[config.mk]
export PLATFORM = sky130hd
export DESIGN_NAME = div_seq
export DESIGN_NICKNAME = d
export VERILOG_FILES = /design/src/rtl/div_seq.sv
export SDC_FILE = /design/constraint.sdc
export NUM_CORES = 1
export LEC_CHECK = 0
export ABC_AREA = 0
export BUFFER_PORTS_ARGS = -buffer_cell sky130_fd_sc_hd__buf_4
export CAP_MARGIN = 40
export CORE_UTILIZATION = 54
export CTS_CLUSTER_SIZE = 25
export DETAILED_ROUTE_END_ITERATION = 12
export GPL_TIMING_DRIVEN = 1
export MAX_ROUTING_LAYER = met4
export PLACE_DENSITY = 0.78
export SYNTH_ARGS = -nofsm -noshare
export SYNTH_HDL_FRONTEND = slang
export SYNTH_SLANG_ARGS = --single-unit
export TNS_END_PERCENT = 20
[constraint.sdc]
create_clock -name clk -period 5.4 [get_ports clk]
set_clock_uncertainty 0.2 [all_clocks]
set_input_delay 1.08 -clock clk [delete_from_list [all_inputs] [get_ports clk]]
set_output_delay 1.08 -clock clk [all_outputs]
set_load 0.005 [all_outputs]
[src/rtl/div_seq.sv]
// Sequential radix-2 restoring divider for DIV/DIVU in the EX stage.
// Produces {remainder, quotient} and holds the pipeline while it iterates.
module div_seq #(
  parameter int DATA_W = 32,
  parameter int CNT_W  = 6
) (
  input  logic                  clk,
  input  logic                  rst,
  input  logic                  start_i,
  input  logic                  signed_i,
  input  logic                  annul_i,
  input  logic [DATA_W-1:0]     opdata1_i,
  input  logic [DATA_W-1:0]     opdata2_i,
  output logic [2*DATA_W-1:0]   result_o,
  output logic                  ready_o,
  output logic                  stallreq_o
);

  typedef enum logic [1:0] {
    S_FREE   = 2'd0,
    S_BYZERO = 2'd1,
    S_ON     = 2'd2,
    S_END    = 2'd3
  } state_e;

  localparam logic [CNT_W-1:0] CNT_ONE  = CNT_W'(1);
  localparam logic [CNT_W-1:0] CNT_LAST = CNT_W'(DATA_W - 1);

  state_e                state_q, state_d;
  logic [CNT_W-1:0]      cnt_q, cnt_d;
  logic [DATA_W-1:0]     quot_q, quot_d;
  logic [DATA_W-1:0]     rem_q, rem_d;
  logic [DATA_W-1:0]     dvsr_q, dvsr_d;
  logic                  neg_dvd_q, neg_dvd_d;
  logic                  neg_dvs_q, neg_dvs_d;
  logic                  sgn_q, sgn_d;
  logic [2*DATA_W-1:0]   result_q, result_d;
  logic                  ready_q, ready_d;

  logic [DATA_W:0]       rem_shift_s;
  logic [DATA_W:0]       trial_s;
  logic                  q_bit_s;
  logic [DATA_W-1:0]     rem_next_s;
  logic [DATA_W-1:0]     quot_next_s;
  logic [DATA_W-1:0]     quot_fix_s;
  logic [DATA_W-1:0]     rem_fix_s;
  logic [DATA_W-1:0]     op1_abs_s;
  logic [DATA_W-1:0]     op2_abs_s;
  logic                  stall_s;

  // Next-state, iteration datapath and stall request
  always_comb begin
    state_d   = state_q;
    cnt_d     = cnt_q;
    quot_d    = quot_q;
    rem_d     = rem_q;
    dvsr_d    = dvsr_q;
    neg_dvd_d = neg_dvd_q;
    neg_dvs_d = neg_dvs_q;
    sgn_d     = sgn_q;
    result_d  = result_q;
    ready_d   = ready_q;
    stall_s   = 1'b0;

    // Trial subtraction at DATA_W+1 bits; the top bit is the borrow/sign
    rem_shift_s = {rem_q, quot_q[DATA_W-1]};
    trial_s     = rem_shift_s - {1'b0, dvsr_q};
    if (!trial_s[DATA_W]) begin
      q_bit_s    = 1'b1;
      rem_next_s = trial_s[DATA_W-1:0];
    end else begin
      q_bit_s    = 1'b0;
      rem_next_s = rem_shift_s[DATA_W-1:0];
    end
    quot_next_s = {quot_q[DATA_W-2:0], q_bit_s};
    quot_fix_s  = (sgn_q && (neg_dvd_q ^ neg_dvs_q)) ? -quot_next_s : quot_next_s;
    rem_fix_s   = (sgn_q && neg_dvd_q) ? -rem_next_s : rem_next_s;
    op1_abs_s   = (signed_i && opdata1_i[DATA_W-1]) ? -opdata1_i : opdata1_i;
    op2_abs_s   = (signed_i && opdata2_i[DATA_W-1]) ? -opdata2_i : opdata2_i;

    case (state_q)
      S_FREE: begin
        if (start_i && !annul_i) begin
          stall_s   = 1'b1;
          quot_d    = op1_abs_s;
          dvsr_d    = op2_abs_s;
          neg_dvd_d = signed_i & opdata1_i[DATA_W-1];
          neg_dvs_d = signed_i & opdata2_i[DATA_W-1];
          sgn_d     = signed_i;
          rem_d     = {DATA_W{1'b0}};
          cnt_d     = {CNT_W{1'b0}};
          if (opdata2_i == {DATA_W{1'b0}}) begin
            state_d = S_BYZERO;
          end else begin
            state_d = S_ON;
          end
        end else begin
          state_d = S_FREE;
        end
      end
      S_BYZERO: begin
        if (annul_i) begin
          state_d = S_FREE;
        end else begin
          stall_s  = 1'b1;
          state_d  = S_END;
          result_d = {(2*DATA_W){1'b0}};
          ready_d  = 1'b1;
        end
      end
      S_ON: begin
        if (annul_i) begin
          state_d = S_FREE;
        end else begin
          stall_s = 1'b1;
          cnt_d   = cnt_q + CNT_ONE;
          quot_d  = quot_next_s;
          rem_d   = rem_next_s;
          // The final iteration's result goes straight into result_o
          if (cnt_q == CNT_LAST) begin
            state_d  = S_END;
            result_d = {rem_fix_s, quot_fix_s};
            ready_d  = 1'b1;
          end else begin
            state_d = S_ON;
          end
        end
      end
      S_END: begin
        if (annul_i || !start_i) begin
          state_d = S_FREE;
          ready_d = 1'b0;
        end else begin
          state_d = S_END;
        end
      end
      default: begin
        state_d = S_FREE;
        ready_d = 1'b0;
      end
    endcase
  end

  // State and datapath registers with synchronous active-low reset
  always_ff @(posedge clk) begin
    if (!rst) begin
      state_q   <= S_FREE;
      cnt_q     <= {CNT_W{1'b0}};
      quot_q    <= {DATA_W{1'b0}};
      rem_q     <= {DATA_W{1'b0}};
      dvsr_q    <= {DATA_W{1'b0}};
      neg_dvd_q <= 1'b0;
      neg_dvs_q <= 1'b0;
      sgn_q     <= 1'b0;
      result_q  <= {(2*DATA_W){1'b0}};
      ready_q   <= 1'b0;
    end else begin
      state_q   <= state_d;
      cnt_q     <= cnt_d;
      quot_q    <= quot_d;
      rem_q     <= rem_d;
      dvsr_q    <= dvsr_d;
      neg_dvd_q <= neg_dvd_d;
      neg_dvs_q <= neg_dvs_d;
      sgn_q     <= sgn_d;
      result_q  <= result_d;
      ready_q   <= ready_d;
    end
  end

  assign result_o   = result_q;
  assign ready_o    = ready_q;
  assign stallreq_o = rst & stall_s;

endmodule

### Yosys cells after proc, flatten, opt, wreduce, memory -nomap -nowiden

Index checks and enable logic that the tools add are counted.

* muxes and demuxes: 34
* $add $sub $neg: 6
* equal/unequal tests: 9
* reduce and logical (&&, ||, !) cells: 18
* bitwise logic cells: 4

Operator list (count)
* 32-bit 2-to-1 mux: 9
* 64-bit 2-to-1 mux: 3
* 32-bit negator: 4
* 32-bit one-hot mux with 2 select lines: 2
* 64-bit one-hot mux with 2 select lines: 1
* 33-bit by 32-bit subtractor with 33-bit output: 1
* 32-bit logical NOT: 1
* 6-bit 2-to-1 mux: 2
* 6-bit one-hot mux with 2 select lines: 1
* 2-bit 2-to-1 mux: 5
* 2-bit != test, second input constant: 5
* 1-bit 2-to-1 mux: 8
* 2-bit one-hot mux with 4 select lines: 1
* 6-bit by 1-bit adder with 6-bit output, second input constant: 1
* 6-bit by 5-bit equality test with 1-bit output, second input constant: 1
* 1-bit logical AND: 5
* 5-bit AND reduction: 1
* 2-bit equality test, second input constant: 2
* 4-bit AND reduction: 1
* 2-bit nonzero test: 2
* 1-bit AND: 3
* 1-bit one-hot mux with 3 select lines: 1
* 3-bit AND reduction: 1
* 3-bit nonzero test: 1
* other kinds (8): 9

* bits in registers: 172
* input bits: 69
* output and inout port bits: 66

### Logic depth before layout (Yosys ltp)

Gate-level depths: netlist of run 1.

* depth after elaboration: 7
* mapped depth: 22
* depth with buffers taken out: 20

### Least setup slack after synthesis of run 1

Ideal clock, no wire load.

* path type: flip-flop to flip-flop
* start: register quot_q[31]
* end: register result_q[62], in the netlist result_o[62]
* clock period less this slack: 5029 ps
* setup time: 74 ps
* arrival: 4755 ps
* data required time: 5126 ps
* stages on the path, launching flop included: 23
* path slack: 371 ps
* buffers on the path: 2
* cell sequence: dfxtp_1 -> inv_1 -> ha_1 -> fa_1 -> nor2b_1 -> o31a_1 -> o21ai_0 -> a211oi_1 -> o21a_1 -> nor2_1 -> inv_2 -> clkbuf_1 -> clkbuf_1 -> nor2_1 -> a21oi_1 -> ha_1 -> nand3_1 -> nor4_1 -> nand4_1 -> a22o_1 -> nand2b_1 -> or4_1 -> a31oi_1

* word-level cells in the longest chain between the ends: 7

Ends and longest elaborated chain
* start: declaration: RTL line 31 `logic [DATA_W-1:0] quot_q, quot_d;`
* start signal: assignment: RTL line 149 `quot_q <= {DATA_W{1'b0}};`
* start signal: assignment: RTL line 160 `quot_q <= quot_d;`
* 33-bit by 32-bit subtractor with 33-bit output: RTL line 67 `trial_s = rem_shift_s - {1'b0, dvsr_q};`
* 32-bit 2-to-1 mux *: RTL line 68 `if (!trial_s[DATA_W]) begin`
* 32-bit negator: RTL line 77 `rem_fix_s = (sgn_q && neg_dvd_q) ? -rem_next_s : rem_next_s;`
* 32-bit 2-to-1 mux *: RTL line 77
* 64-bit 2-to-1 mux *: RTL line 120 `if (cnt_q == CNT_LAST) begin`
* 64-bit 2-to-1 mux *: RTL line 112 `if (annul_i) begin`
* 64-bit one-hot mux with 2 select lines *: RTL line 81 `case (state_q)`
* end signal: assignment: RTL line 155 `result_q <= {(2*DATA_W){1'b0}};`
* end signal: assignment: RTL line 166 `result_q <= result_d;`
* end: declaration: RTL line 37 `logic [2*DATA_W-1:0] result_q, result_d;`

Mark *: on every way between the ends. The rest lies on a longest branch, timed or not. The select of a mux whose other input is x is not followed.
A chain may end at the register's enable or synchronous reset.

### Final worst setup path of run 1

* start: register rem_q[18]
* end: register result_q[62], in the netlist result_o[62]

* word-level cells in the longest chain between the ends: 7

Ends and longest elaborated chain
* start: declaration: RTL line 32 `logic [DATA_W-1:0] rem_q, rem_d;`
* start signal: assignment: RTL line 150 `rem_q <= {DATA_W{1'b0}};`
* start signal: assignment: RTL line 161 `rem_q <= rem_d;`
* 33-bit by 32-bit subtractor with 33-bit output: RTL line 67
* 32-bit 2-to-1 mux *: RTL line 68
* 32-bit negator: RTL line 77
* 32-bit 2-to-1 mux *: RTL line 77
* 64-bit 2-to-1 mux *: RTL line 120
* 64-bit 2-to-1 mux *: RTL line 112
* 64-bit one-hot mux with 2 select lines *: RTL line 81

Marks and branches as above.

==> summary.txt, run 1 <==
Status
  – Status: completed

Die
  – # rows: 53
  – # IOs: 135
  – Die width: 149 microns
  – Die height: 149 microns
  – Core ar.: 0.0212 sq mm
  – Initial Utilization: 0.555
  – DIE AREA: 0.0223 sq mm

Worst setup path
  – Largest fanout on the critical path: 17
  – Critical Path Max Stage Delay: 530 ps
  – Cells along the critical path: ha_1 -> a21oi_4 -> o21ai_2 -> a211o_1 -> a221o_1 -> nor3_2 -> nor2_4 -> clkinv_2 -> nor2_1 -> a21oi_1 -> ha_1 -> nand3_1 -> nor4_2 -> nand4_1 -> a22o_1 -> nand2b_1 -> or4_1 -> a31oi_1
  – Req. time, crit path: 5560 ps
  – Setup CP Type: flip-flop to flip-flop
  – Startpoint types: flip-flop
  – Arr. time, crit path: 5210 ps
  – CP dominant cell by count: ha_1
  – FF-to-FF setup slack: 350 ps
  – Worst Setup End Kind: flip-flop
  – Buf/Inv on CP: 1
  – Levels on crit path: 18
  – FF-to-FF path depth: 18
  – CP max stage cell: or4_1
  – Crit path max-delay family: simple AND/OR/NAND/NOR gates

Clock tree
  – Number of buffers created by CTS: 17
  – CTS max path bufs: 2
  – H-tree Lvls: 4
  – TritonCTS clock tree: built
  – Root buffer cell: clkbuf_16
  – Post-CTS Hold Fix Bufs: 0
  – CTS sink count: between 150 and 200
  – Clock transition at path regs: roughly 70 ps
  – Worst-Skew Late Latency: around 430 ps

Run
  – Max Cap Viol: 0

Placed design
  – Pre-CTS WS: 281 ps
  – Detailed placement HPWL: approximately 28000 microns
  – GPL Wtd Cong: 0.970
  – I/O Buffers: 134

Yosys
  – Main combinational cell family by area after synthesis: compound AO/OA/AOI/OAI gates
  – Dominant cell type by area after synthesis: dfxtp_1
  – Synth area leaders: dfxtp_1 29%, nor2_1 8.2%, xnor2_1 5.9%
  – Portion of netlist area occupied by mux cells: 0.0214
  – Syn nets: 1690
  – Ys flop type: dfxtp_1
  – Post-Syn Area per Cell: 7.44 sq um
  – Async SR Flop Fraction: 0
  – Cell variety after synth: 75
  – Cells after Synth: 1578
  – Post-Synth Adder-Cell Area: 0.0465
  – Post-Syn Area: 0.0117 sq mm
  – Synth cell count leaders: 257 x nor2_1, 172 x dfxtp_1, 131 x a21oi_1
  – Yosys warning total: 0
  – Post-synth EDFFs: 0
  – Most frequent cell after synthesis: nor2_1
  – Seq cells post-synth: 172
  – Top-area cell type share of the netlist area: 0.293
  – Post-synthesis sequential area ratio: 0.293
  – Synth Area in Simple Gates: 0.230
  – Compound-gate portion of the synthesized area: 0.259
  – Synth Area in XOR/XNOR: 0.102

Timing
  – Least-Margin Pin Slew: between 800 and 900 ps
  – Hold Violations, Final: 0
  – WHS: 255 ps
  – Post-layout worst setup margin: 348 ps
  – Fin. max-slew vios: 0
  – Final setup viols: 0
  – Final period util: 0.935
  – Peak Freq: slightly below 0.2 GHz
  – Worst rel slew slack: 0.385
  – Setup TNS: 0 ps
  – Post-layout min period: 5050 ps

Detailed routing
  – DR iter-0 viols: between 1000 and 1500
  – First-pass DRT Iterations: 8
  – Via count: 12000
  – DRT antenna net count: 0
  – WL per Instance: 18.9 microns
  – DRC: 0
  – Vias per cell: 6.15
  – Total Routed Length: 36700 microns

Min path
  – WHS Path Cells: 2
  – Hold crit path type: flip-flop to flip-flop

Power and ir drop
  – Max IR drop VDD: 206 uV
  – Lkg Pwr: 5.41 nW
  – Switching Fraction: 0.318
  – Power Density: 242 mW/mm^2
  – P_sw: roughly 1.0 mW
  – Logic gate share of total power: 0.196
  – Power share of the clock group: 0.390
  – Power share of the sequential group: 0.414
  – Tot Pwr: 3.28 mW
  – Cell Int Power: approximately 2.2 mW

Global routing
  – Total grt overflow: 0
  – Initial antenna violation count: 0
  – Largest net degree at the start of global routing: 67
  – First-pass GRT wire length: just under 60000 microns
  – GRT Total Usage: 0.338
  – Vias in the first global route: 10500

Cells and area
  – Layout area overhead: 15.3%
  – N_diodes: 0
  – Final core occ: 0.640
  – Filler cell count: just under 2000
  – NumNets Final: 1769
  – Layout cells sized above 1: 0.129
-- power by group through the flow --
stage / clock (mW) / combinational [mW] / sequential [mW]
detailed placement: 0 / 0.619 / 1.38
finish: 1.28 / 0.644 / 1.36
global placement: 0 / 0.611 / 1.38
global route: 1.34 / 0.702 / 1.36
CTS: 1.29 / 0.624 / 1.35
floorplan: 0 / 0.438 / 1.36
-- state kept, by name, indices dropped and copies added, names as in the netlist --
register,flops
cnt_q,6
quot_q,32
neg_dvs_q,1
ready_o,1
result_o,64
state_q,2
dvsr_q,32
sgn_q,1
rem_q,32
neg_dvd_q,1
-- final cells by class --
| cell class | instances | area, sq um | area share |
|---|---|---|---|
| clock inverters | 14 | 174 | 0.0129 |
| flip-flops and latches | 172 | 3440 | 0.254 |
| well taps | 275 | 344 | 0.0254 |
| inverters | 48 | 184 | 0.0136 |
| clock buffers | 18 | 439 | 0.0325 |
| repair buffers | 154 | 1180 | 0.0875 |
| multi-input cells | 1264 | 7760 | 0.574 |
-- what timing repair did --
item                       4_1_cts  5_1_grt
setup endpoints to repair        0        4
resized for setup                0        3
setup buffers                    0        2
-- final timing paths --
check / startpoint / endpoint
setup / recovery: rem_q[18] / result_o[62]
hold / removal: result_o[47] / result_o[47]
setup reg to reg: rem_q[18] / result_o[62]
hold reg to reg: result_o[47] / result_o[47]
-- metrics by stage --
stage	area [sq um]	instances
6_report	13500	1945
2_1_floorplan	11700	1578
4_1_cts	13500	1943
3_5_place_dp	12900	1911
5_1_grt	13500	1945
3_3_place_gp	12800	1909
-- worst register-to-register path: cells and delay by family (launching register included) --
| family | cells | cell delay [ps] |
|---|---|---|
| flops | 1 | 520 |
| compound gates | 7 | 1650 |
| fa+ha+maj | 2 | 660 |
| buf+inv | 1 | 190 |
| simple gates | 8 | 1760 |
-- per-layer routing --
layer	wire length [microns]	GRT usage	up-vias
met5	0	-	-
met4	654	0.0872	0
met3	3650	0.0662	58
met2	15000	0.457	549
met1	17400	0.503	5551
li1	-	-	5801
-- layout by cell type, fill, tap and decap left out, drive strengths merged, types with 31 or more instances in the layout --
master | Yosys | final
a211oi | 36 | 36
a21oi | 135 | 135
a22oi | 37 | 37
buf | 18 | 154
dfxtp | 172 | 172
ha | 42 | 42
inv | 47 | 52
nand2 | 129 | 129
nor2 | 257 | 257
nor3 | 40 | 40
o21ai | 113 | 113
o22a | 31 | 31
xnor2 | 79 | 79
xor2 | 58 | 58
-- kinds of logic (layout without fill, tap and decap cells) --
| kind of cell | Yosys count | after routing |
|---|---|---|
| XOR/XNOR | 137 | 137 |
| multiplexers | 24 | 24 |
| AND/OR/NAND/NOR | 590 | 590 |
| buffers and inverters | 142 | 234 |
| adder cells (fa/ha/maj) | 43 | 43 |
| AO/OA/AOI/OAI | 470 | 470 |
| flip-flops | 172 | 172 |
Power figures use the tool's default switching activity.
==> run 2, diff against run 1 <==
--- a/config.mk
+++ b/config.mk
@@ -8,12 +8,12 @@
 export ABC_AREA = 0
 export BUFFER_PORTS_ARGS = -buffer_cell sky130_fd_sc_hd__buf_4
 export CAP_MARGIN = 40
-export CORE_UTILIZATION = 54
+export CORE_UTILIZATION = 60
 export CTS_CLUSTER_SIZE = 25
 export DETAILED_ROUTE_END_ITERATION = 12
 export GPL_TIMING_DRIVEN = 1
 export MAX_ROUTING_LAYER = met4
-export PLACE_DENSITY = 0.78
+export PLACE_DENSITY = 0.82
 export SYNTH_ARGS = -nofsm -noshare
 export SYNTH_HDL_FRONTEND = slang
 export SYNTH_SLANG_ARGS = --single-unit
==> constraint.sdc (replaced) <==
create_clock -name clk -period 6.3 [get_ports clk]
set_clock_uncertainty 0.2 [all_clocks]
set_input_delay 1.26 -clock clk [delete_from_list [all_inputs] [get_ports clk]]
set_output_delay 1.26 -clock clk [all_outputs]
set_load 0.005 [all_outputs]
==> run 2 against run 1 <==
  * Cell count shrank 1.1%
  * Final area shrank 0.87%
  * Critical path depth grew 2
  * Fmax shrank 3.3%
  * Via count grew 2.0%
  * Register-to-register slack gained 730 ps
  * Clock-buffer cell count shrank 1
  * Clock power shrank 18%
  * Routed wire length grew 1.4%
  * Die area shrank 9.9%
==> summary.txt, run 2 (same netlist as run 1, synthesis figures left out) <==
Status
  – Status: completed

Timing
  – Least-Margin Pin Slew: 975 ps
  – WHS: 257 ps
  – Worst rel slew slack: 0.341
  – Setup TNS: 0 ps
  – RSZ-0062 raised after global routing: false
  – Final period util: 0.829
  – Hold Violations, Final: 0
  – Final setup viols: 0
  – Fin. max-slew vios: 0
  – Peak Freq: 0.191 GHz
  – Post-layout worst setup margin: around 1100 ps
  – Post-layout min period: 5220 ps

Clock tree
  – Clock transition at path regs: 70 ps
  – Post-CTS Setup Bufs: 0
  – CTS sink count: 172
  – Number of buffers created by CTS: 17
  – H-tree Lvls: 4
  – Worst-Skew Late Latency: 450 ps
  – Post_cts resized: 0
  – Post-CTS Hold Fix Bufs: 0
  – TritonCTS clock tree: built
  – CTS max path bufs: 2
  – Root buffer cell: clkbuf_16

Global routing
  – GRT Total Usage: 0.380
  – Largest net degree at the start of global routing: 72
  – First-pass GRT wire length: 58200 microns
  – Vias in the first global route: 11200
  – Total grt overflow: 0
  – Initial antenna violation count: 0

Worst setup path
  – Largest fanout on the critical path: 11
  – Critical Path Sink: result_o[62]
  – FF-to-FF Start: quot_q[31]
  – FF-to-FF path depth: 20
  – Critical path origin: quot_q[31]
  – Arr. time, crit path: 5390 ps
  – Setup CP Type: flip-flop to flip-flop
  – Worst Setup End Kind: flip-flop
  – FF-to-FF setup slack: about 1100 ps
  – Req. time, crit path: 6460 ps
  – Startpoint types: flip-flop
  – Reg2Reg Capture Point: result_o[62]

Run
  – Max Cap Viol: 0

Die
  – Die height: 142 microns
  – # IOs: 135
  – Initial Utilization: 0.619
  – Die width: 142 microns
  – # rows: 50
  – Core ar.: 0.0190 sq mm
  – DIE AREA: 0.0201 sq mm

Cells and area
  – Commonest non-fill, non-tap cell in the layout: nor2_1
  – Final Non-Filler Cells: 1924
  – N_diodes: 0
  – Commonest non-fill, non-tap cells in the layout: 256 x nor2_1, 172 x dfxtp_1, 145 x buf_4, 130 x a21oi_1, 128 x nand2_1
  – Layout cells sized above 1: 0.125
  – Max reg flops: 64
  – NumNets Final: roughly 1800
  – Layout area overhead: 14.3%

Placed design
  – GPL Wtd Cong: 1.00
  – Detailed placement HPWL: 27600 microns
  – Pre-CTS WS: 1250 ps
  – Inst Count DP: approximately 1900
  – I/O Buffers: 134

Detailed routing
  – Via count: between 10000 and 15000
  – Met2 Wirelength: about 16000 microns
  – Max layer used: met4
  – DR iter-0 viols: about 1600
  – Total Routed Length: 37200 microns
  – Vias per cell: 6.34
  – WL per Instance: 19.3 microns
  – Metal-1 WL: 16300 microns
  – Met3 wire length: 3680 microns
  – DRT antenna net count: 0
  – DRC: 0
  – First-pass DRT Iterations: 6

Power and ir drop
  – Lkg Pwr: roughly 5.4 nW
  – Tot Pwr: around 2.8 mW
  – Power Density: between 200 and 250 mW/mm^2
  – Max IR drop VDD: 212 uV

Min path
  – Hold crit path type: flip-flop to flip-flop
-- run 2: report_power, final --
part	switching [mW]	total, mW	internal [mW]
Clock	0.518	1.05	0.528
Combinational	0.336	0.548	0.211
Sequential	0.0449	1.16	1.12
-- run 2: area by class of cell --
type,instances,area (sq um)
inverters,48,183
fillers,1650,5540
flip-flops and latches,172,3440
multi-input cells,1264,7750
clock inverters,15,151
well taps,260,325
repair buffers,148,1130
clock buffers,17,425
-- run 2: per-layer routing --
metal / track usage / vias to the layer above
met5: - / -
met2: 0.571 / 669
li1: - / 5786
met1: 0.518 / 5661
met4: 0.123 / 0
met3: 0.0638 / 82
-- run 2: metrics by stage --
step | cell area [sq um] | utilization
after floorplan | 11700 | -
after global placement | 12800 | 0.675
after detailed placement | 12800 | 0.677
after CTS | 13400 | 0.708
after global routing | 13400 | 0.708
final | 13400 | 0.708
-- run 2: critical path, cell delays in order (launching register included) --
cell and delay [ps]:
dfxtp_1 400, inv_1 90, ha_1 240, fa_1 430
nor2b_1 170, o31a_1 280, o21ai_0 170, a211oi_1 350
o21a_1 310, nor2_4 70, inv_2 170, nor2_1 60
a21oi_1 230, ha_1 240, nand3_1 150, nor4_1 200
nand4_1 180, a22o_1 340, nand2b_1 180, or4_1 530
a31oi_1 180
-- run 2: worst min-delay path by stage --
stage,start,end,slack [ps],cells past startpoint
floorplan,dvsr_q[31],dvsr_q[31],230,2
global placement,result_o[57],result_o[57],240,2
detailed placement,result_o[46],result_o[46],250,2
CTS,dvsr_q[31],dvsr_q[31],260,2
global route,result_o[46],result_o[46],290,2
finish,result_o[46],result_o[46],260,2
